$ cat src/rtl/mdc_pkg.sv
// Shared command codes, FSM encoding and command-decoding helpers for the
// coffee-machine controller and its actuator-side despachador.
package mdc_pkg;

  localparam int unsigned MDC_CMD_W = 3;

  typedef logic [MDC_CMD_W-1:0] cmd_t;

  localparam cmd_t CMD_NOP      = 3'b000;
  localparam cmd_t CMD_CAFE     = 3'b001;
  localparam cmd_t CMD_TE       = 3'b010;
  localparam cmd_t CMD_RSV3     = 3'b011;
  localparam cmd_t CMD_RET10    = 3'b100;
  localparam cmd_t CMD_TE_CH5   = 3'b101;
  localparam cmd_t CMD_CAFE_CH5 = 3'b110;
  localparam cmd_t CMD_RSV7     = 3'b111;

  typedef enum logic [2:0] {
    StIdle,
    StPour,
    StCoinHi,
    StCoinLo,
    StFin
  } state_t;

  // Serve commands that finish with a single 5 coin of change.
  function automatic logic has_change(input cmd_t c);
    return (c == CMD_TE_CH5) || (c == CMD_CAFE_CH5);
  endfunction

  function automatic logic is_cafe(input cmd_t c);
    return (c == CMD_CAFE) || (c == CMD_CAFE_CH5);
  endfunction

  function automatic logic is_te(input cmd_t c);
    return (c == CMD_TE) || (c == CMD_TE_CH5);
  endfunction

  function automatic logic is_pour(input cmd_t c);
    return is_cafe(c) || is_te(c);
  endfunction

  function automatic logic is_reserved(input cmd_t c);
    return (c == CMD_RSV3) || (c == CMD_RSV7);
  endfunction

endpackage

$ cat src/rtl/mdc_temporizador.sv
// Loadable down-counter shared by the pour, coin-pulse and coin-gap phases.
// Load wins over decrement; the count saturates at zero.
module mdc_temporizador #(
  parameter int unsigned W = 4
) (
  input  logic         clk,
  input  logic         rst,
  input  logic         load,
  input  logic [W-1:0] load_val,
  input  logic         en,
  output logic         zero
);

  logic [W-1:0] cnt_q, cnt_d;

  // Next count: reload, decrement while enabled, or hold.
  always_comb begin
    cnt_d = cnt_q;
    if (load) begin
      cnt_d = load_val;
    end else if (en && (cnt_q != '0)) begin
      cnt_d = cnt_q - W'(1);
    end
  end

  // Counter register.
  always_ff @(posedge clk or posedge rst) begin
    if (rst) begin
      cnt_q <= '0;
    end else begin
      cnt_q <= cnt_d;
    end
  end

  assign zero = (cnt_q == '0);

endmodule

$ cat src/rtl/mdc_despachador.sv
// Actuator-side responder: accepts one service command, runs the pump for a
// fixed pour time, issues a coin-hopper pulse plus gap when change is due,
// then strobes done (and err for reserved codes). All outputs are Moore,
// decoded from the state register and the captured command.
module mdc_despachador
  import mdc_pkg::*;
#(
  parameter int unsigned CMD_W      = 3,
  parameter int unsigned POUR_CYC   = 8,
  parameter int unsigned COIN_PULSE = 2,
  parameter int unsigned COIN_GAP   = 2
) (
  input  logic             clk,
  input  logic             rst,
  input  logic [CMD_W-1:0] cmd,
  input  logic             cmd_valid,
  output logic             cmd_ready,
  output logic             pump_cafe,
  output logic             pump_te,
  output logic             coin5_out,
  output logic             coin10_out,
  output logic             busy,
  output logic             done,
  output logic             err
);

  localparam int unsigned MaxPc  = (POUR_CYC > COIN_PULSE) ? POUR_CYC : COIN_PULSE;
  localparam int unsigned MaxCyc = (MaxPc > COIN_GAP) ? MaxPc : COIN_GAP;
  localparam int unsigned CntW   = $clog2(MaxCyc) + 1;

  localparam logic [CntW-1:0] PourLoad  = CntW'(POUR_CYC - 1);
  localparam logic [CntW-1:0] PulseLoad = CntW'(COIN_PULSE - 1);
  localparam logic [CntW-1:0] GapLoad   = CntW'(COIN_GAP - 1);

  state_t           state_q, state_d;
  logic [CMD_W-1:0] cmd_q, cmd_d;
  logic             tmr_load, tmr_en, tmr_zero;
  logic [CntW-1:0]  tmr_val;

  mdc_temporizador #(
    .W (CntW)
  ) u_tmr (
    .clk      (clk),
    .rst      (rst),
    .load     (tmr_load),
    .load_val (tmr_val),
    .en       (tmr_en),
    .zero     (tmr_zero)
  );

  // Next-state logic and timer control.
  always_comb begin
    state_d  = state_q;
    cmd_d    = cmd_q;
    tmr_load = 1'b0;
    tmr_val  = '0;
    tmr_en   = 1'b0;
    unique case (state_q)
      StIdle: begin
        if (cmd_valid) begin
          cmd_d = cmd;
          if (is_pour(cmd)) begin
            state_d  = StPour;
            tmr_load = 1'b1;
            tmr_val  = PourLoad;
          end else if (cmd == CMD_RET10) begin
            state_d  = StCoinHi;
            tmr_load = 1'b1;
            tmr_val  = PulseLoad;
          end else if (is_reserved(cmd)) begin
            state_d = StFin;
          end
          // NOP: accepted and dropped.
        end
      end
      StPour: begin
        tmr_en = 1'b1;
        if (tmr_zero) begin
          if (has_change(cmd_q)) begin
            state_d  = StCoinHi;
            tmr_load = 1'b1;
            tmr_val  = PulseLoad;
          end else begin
            state_d = StFin;
          end
        end
      end
      StCoinHi: begin
        tmr_en = 1'b1;
        if (tmr_zero) begin
          state_d  = StCoinLo;
          tmr_load = 1'b1;
          tmr_val  = GapLoad;
        end
      end
      StCoinLo: begin
        tmr_en = 1'b1;
        if (tmr_zero) begin
          state_d = StFin;
        end
      end
      StFin: begin
        state_d = StIdle;
      end
      default: begin
        state_d = StIdle;
      end
    endcase
  end

  // State and captured-command registers.
  always_ff @(posedge clk or posedge rst) begin
    if (rst) begin
      state_q <= StIdle;
      cmd_q   <= '0;
    end else begin
      state_q <= state_d;
      cmd_q   <= cmd_d;
    end
  end

  // Moore outputs; coin5 and coin10 are mutually exclusive by command code.
  always_comb begin
    cmd_ready  = (state_q == StIdle);
    busy       = (state_q != StIdle);
    pump_cafe  = (state_q == StPour) && is_cafe(cmd_q);
    pump_te    = (state_q == StPour) && is_te(cmd_q);
    coin5_out  = (state_q == StCoinHi) && has_change(cmd_q);
    coin10_out = (state_q == StCoinHi) && (cmd_q == CMD_RET10);
    done       = (state_q == StFin);
    err        = (state_q == StFin) && is_reserved(cmd_q);
  end

endmodule
$ cat config.mk
export PLATFORM = sky130hd
export DESIGN_NAME = mdc_despachador
export DESIGN_NICKNAME = d
export VERILOG_FILES = /design/src/rtl/mdc_pkg.sv /design/src/rtl/mdc_temporizador.sv /design/src/rtl/mdc_despachador.sv
export SDC_FILE = /design/constraint.sdc
export NUM_CORES = 1
export LEC_CHECK = 0
export CORE_ASPECT_RATIO = 1.5
export CORE_MARGIN = 1
export CORE_UTILIZATION = 30
export DETAILED_ROUTE_END_ITERATION = 7
export PLACE_DENSITY_LB_ADDON = 0.12
export SLEW_MARGIN = 20
export SYNTH_ARGS = -nofsm -noshare
export SYNTH_HDL_FRONTEND = slang
export SYNTH_HIERARCHICAL = 1
export SYNTH_SLANG_ARGS = --single-unit
$ cat constraint.sdc
create_clock -name clk -period 6.2 [get_ports clk]
set_input_delay 1.24 -clock clk [delete_from_list [all_inputs] [get_ports clk]]
set_output_delay 1.24 -clock clk [all_outputs]
set_load 0.02 [all_outputs]
### Word level (Yosys, flattened, before mapping)

Index checks and enable logic that the tools add are counted.

* flip-flop bits (word level): 10
* latch bits: 0
* RAM bits: 0
* bits in read-only memories: 0
* bits of input ports: 6
* memories kept: 0

* add/sub/neg operators: 1
* $mul: 0
* divide/modulo/power cells: 0
* magnitude comparators: 0
* eq/ne operators: 23
* shift operators: 0
* multiplexer cells: 26
* bitwise gates (word level): 0
* reductions and logical operators: 22

Operators with widths (count)
* 3-bit two-way mux: 10
* 3-bit equality test (second input constant): 9
* 3-bit by 2-bit equality test with 1-bit output (second input constant): 6
* 3-bit case mux with 4 select lines: 1
* 1-bit two-way mux: 11
* 3-bit by 1-bit equality test with 1-bit output (second input constant): 3
* 3-bit case mux with 3 select lines: 1
* 1-bit logical OR: 8
* 4-bit two-way mux: 2
* 2-bit inequality test (second input constant): 4
* 1-bit logical AND: 6
* 5-bit AND reduction: 1
* 4-bit zero test: 1
* 4-bit by 1-bit inequality test with 1-bit output (second input constant): 1
* 4-bit nonzero test: 1
* 4-bit by 1-bit subtractor with 4-bit output (second input constant): 1
* 3-bit zero test: 1
* 1-bit case mux with 3 select lines: 1
* 3-bit nonzero test: 1
* 3-bit OR reduction: 1
* 2-bit AND reduction: 1
* 2-bit nonzero test: 1

### Depth between registers and ports, before layout

* depth in word-level cells: 7
* depth in mapped cells: 9
* gate-level depth less buffers: 8

### Hierarchy

Netlist, hierarchy kept.

By module, submodules not included
* mdc_despachador: instances 1, cells each 63, area an instance 509.2 um^2, sequential area each 150.1 um^2
* mdc_temporizador: instances 1, cells each 28, area an instance 261.5 um^2, sequential area each 100.1 um^2

### Worst setup path after synthesis

OpenSTA, ideal clock, no wires.

* path kind: input -> register
* start: input cmd_valid
* end: register u_tmr.cnt_q[3]
* arrival: 2.592 ns
* slack: 3.482 ns
* stages on the path: 6
* buffers on the path: 2
* cell sequence: or4b_4 > buf_6 > o22ai_1 > clkbuf_1 > nor3_1 > a221o_1

* longest elaborated chain between the ends: 3
* elaborated cells between the ends (all ways): 4
* those cells by class: mux (3); reduce/logical (1)

Ends and longest elaborated chain
* from (decl): RTL line mdc_despachador.sv:16 `input logic cmd_valid,`
* 1-bit two-way mux *: RTL line mdc_despachador.sv:60 `if (cmd_valid) begin`
* 1-bit case mux with 3 select lines *: RTL line mdc_despachador.sv:58 `unique case (state_q)`
* via tmr_load: RTL line mdc_despachador.sv:37 `logic tmr_load, tmr_en, tmr_zero;`
* 4-bit two-way mux or 2-bit nonzero test (tied branches)
* to (signal assigned): RTL line mdc_temporizador.sv:31 `cnt_q <= cnt_d;`
* to (decl): RTL line mdc_temporizador.sv:14 `logic [W-1:0] cnt_q, cnt_d;`

Mark *: on every way through the listed nets, which the timed path passes. The rest lies on a longest branch.
A chain may end at the register's enable or synchronous reset.

### Final worst setup path

* start: register state_q[0]
* end: output pump_cafe

* longest elaborated chain between the ends: 2

Ends and longest elaborated chain
* from (decl): RTL line mdc_despachador.sv:35 `state_t state_q, state_d;`
* from (signal assigned): RTL line mdc_despachador.sv:114 `state_q <= StIdle;`
* from (signal assigned): RTL line mdc_despachador.sv:117 `state_q <= state_d;`
* 3-bit by 1-bit equality test with 1-bit output: RTL line mdc_despachador.sv:126 `pump_cafe = (state_q == StPour) && is_cafe(cmd_q);`
* 1-bit logical AND: RTL line mdc_despachador.sv:126
* to (decl): RTL line mdc_despachador.sv:18 `output logic pump_cafe,`

Every way passes these cells.

==> metrics.csv <==
stage,metric,value,unit
global_route,grt_usage,0.133,
worst_setup_path,crit_type,flop to primary output,
worst_setup_path,worstPathRequired,4960,ps
global_route,grt_start_max_net_pins,12,
pwr,seq_power_share,0.307,
pwr,power_density,522,nW/µm²
cts,cts_buffers,3,
worst_setup_path,cp-startpoint,state_q[0],
floorplan,coreArea,2450,µm²
global_route,grt_pass1_vias,634,
cts,hold_buffers,0,
sta,worstMarginPinSlew,623,ps
pwr,leakagePower,0.397,nW
placed_design,placed_cells,123,
sta,finalCritPeriodShare,0.514,
routing,vias,661,
worst_setup_path,endpoint,pump_cafe,
finish,multi_input_area,453,µm²
routing,drt_first_pass_iters,8,
floorplan,rows,22,
placed_design,place_area,897,µm²
worst_setup_path,r2r-end,u_tmr/cnt_q[3],
pwr,finalPower,0.000480,W
synthesis,netlist_area,771,µm²
pwr,swShare,0.449,
finish,final_area,920,µm²
floorplan,start_util,0.315,
worst_hold_path,hp-class,flop to flop,
synthesis,synth-edff-count,0,
sta,max_slew_margin,0.584,
synthesis,ys_types,39,
routing,drt-total-wl,1580,µm
finish,drive_above_1_share,0.0980,
pwr,netSwitchingPower,0.000216,W
placed_design,hpwl,1300,µm
worst_setup_path,cp.arrival,1940,ps
pwr,power.internal,0.000265,W
sta,rsz0062_at_grt,no,
sta,final_hold_viol_count,0,
worst_setup_path,cpPeakStageDelay,610,ps
synthesis,syn_nets,100,
synthesis,synthCells,91,
pwr,combPwrFrac,0.606,
finish,n_antenna_cell,0,
pwr,vdd_ir_drop_max,228,µV
sta,fmax,314,MHz
synthesis,ys_seq_area_frac,0.325,
cts,cts_buffer_depth,2,
cts,cts_setup_buffers,0,
global_route,grt_pass1_wl,2770,µm
sta,slew_violations,0,
global_route,antenna_found_initial,0,
cts,cts.repair.resized,0,
routing,routed_via_density,5.25,
worst_setup_path,critPathLaunchType,flop,
finish,n_fill_cell,269,
cts,cts_tree,done,
cts,htree_levels,1,
placed_design,gp_congestion,0.731,
synthesis,synth_flop_cell,dfrtp_1,
placed_design,io_buffers,13,
routing,drtAntennaViolNets,0,
worst_setup_path,critPathSlowestCell,clkdlybuf4s50_1,
cts,cts.sinks,10,
global_route,overflow,0,
outcome,violations,DRC,
sta,setup_viol,0,
synthesis,syn_avg_cell_area,8.47,µm²
finish,stdcell_count,126,
worst_setup_path,cp-end-kind,primary output,
floorplan,die_y,64.1,µm
pwr,p_clk_frac,0.087,
outcome,status,"finished, violations left",
finish,ff_latch_area,250,µm²
finish,area_growth,19.3,%
worst_setup_path,r2r_slack,3810,ps
floorplan,die_w,43.4,µm
cts,clk_latency,250,ps
synthesis,async_flop_share,1.00,
floorplan,fp.dieArea,2780,µm²
finish,fin_nets,113,
routing,drtIter0Drc,13,
worst_setup_path,crit_chain,"inv_1, or3_1, a21oi_1, clkdlybuf4s50_1",
sta,clock_skew,1.55,ps
sta,fin_crit,3180,ps
run,maxCapViolations,0,
worst_setup_path,r2r_cells,8,
worst_setup_path,worst-path-max-fanout,8,
floorplan,ioPinCount,14,
routing,drc_errors,4,
synthesis,ys_ff_latch,10,
sta,final.setup.tns,0,ps
cts,clk_pin_slew,60,ps
routing,post_drt_wl_per_cell,12.5,µm
worst_setup_path,r2r_start,u_tmr/cnt_q[0],
sta,holdWs,601,ps
cts,root_buffer,clkbuf_4,
synthesis,ys_warn_count,6,
[cell usage after synthesis, drive strengths merged (2+ instances only)]
cell type | instances | area (µm²)
nor2 | 4 | 15.0
o21ai | 5 | 25.0
nand3b | 2 | 15.0
or3b | 4 | 37.5
nand2b | 3 | 18.8
nor3 | 5 | 25.0
and3 | 3 | 23.8
clkbuf | 3 | 11.3
nand2 | 7 | 26.3
buf | 2 | 22.5
o22ai | 2 | 12.5
dfrtp | 10 | 250
ha | 3 | 37.5
a21oi | 8 | 40.0
inv | 9 | 33.8
[placed cells by master, fill, tap and decap left out, types with 2 or more instances in the layout]
| master | netlist | layout |
|---|---|---|
| nand2b_1 | 3 | 3 |
| o22ai_1 | 2 | 2 |
| nand3b_1 | 2 | 2 |
| or3b_2 | 3 | 3 |
| o21ai_1 | 4 | 4 |
| and3_1 | 2 | 2 |
| inv_1 | 9 | 9 |
| dfrtp_1 | 10 | 10 |
| nor3_1 | 5 | 5 |
| a21oi_1 | 8 | 8 |
| nand2_1 | 7 | 7 |
| nor2_1 | 4 | 4 |
| clkdlybuf4s50_1 | 0 | 13 |
| clkbuf_4 | 0 | 3 |
| ha_1 | 3 | 3 |
[registers in the layout, summed over array words and instances (netlist names)]
signal and cells:
u_tmr/cnt_q 4, cmd_q 3, state_q 3
[stage by stage]
stage          utilization  setup WS [ps]
2_1_floorplan            -           3480
3_3_place_gp         0.366           2900
3_5_place_dp         0.366           2850
4_1_cts              0.375           2980
5_1_grt              0.375           2880
6_report             0.375           3020
[per-layer routing]
| layer | routed length, µm | GRT usage | vias to the layer above |
|---|---|---|---|
| li1 | - | - | 344 |
| met1 | 648 | 0.146 | 307 |
| met2 | 874 | 0.237 | 8 |
| met3 | 33 | 0.0169 | 2 |
| met4 | 23 | 0.0703 | 0 |
| met5 | 0 | 0 | - |
[critical path, delay by kind of cell, from the launching register on]
kind / cells / cell delay (ps)
AOI/OAI and AO/OA: 1 / 130
buffers and inverters: 2 / 730
and+or+nand+nor: 1 / 370
DFF: 1 / 470
[area by class of cell]
cell class | instances | share of cell area
multi-input cells | 67 | 0.493
flip-flops and latches | 10 | 0.272
repair buffers | 13 | 0.141
inverters | 9 | 0.0367
well taps | 24 | 0.0327
clock buffers | 3 | 0.0245
[power by group through the flow]
stage / Clock, W / Combinational, W / Sequential [W]
final: 0.0000416 / 0.000291 / 0.000148
after detailed placement: 0 / 0.000291 / 0.000149
after global placement: 0 / 0.000294 / 0.000150
after floorplan: 0 / 0.000247 / 0.000123
after global routing: 0.0000492 / 0.000328 / 0.000158
after CTS: 0.0000451 / 0.000293 / 0.000148
[how the worst min path moves through the flow]
stage                              start  slack (ps)             end  cells past startpoint
after floorplan               state_q[2]         510      state_q[0]                      2
after global placement        state_q[2]         610      state_q[0]                      1
after detailed placement  u_tmr/cnt_q[1]         590  u_tmr/cnt_q[1]                      2
after CTS                 u_tmr/cnt_q[1]         600  u_tmr/cnt_q[1]                      2
after global routing      u_tmr/cnt_q[1]         640  u_tmr/cnt_q[1]                      2
final                     u_tmr/cnt_q[1]         600  u_tmr/cnt_q[1]                      2
[cell families after synthesis]
logic type	Yosys count	share of synthesized area
multiplexers	1	0.0146
flip-flops	10	0.325
other	1	0.00487
XOR/XNOR	1	0.0114
AO/OA/AOI/OAI	24	0.196
buffers and inverters	14	0.0877
adder cells (fa/ha/maj)	3	0.0487
AND/OR/NAND/NOR	37	0.312
No activity file was read; power rests on OpenSTA's default activity.
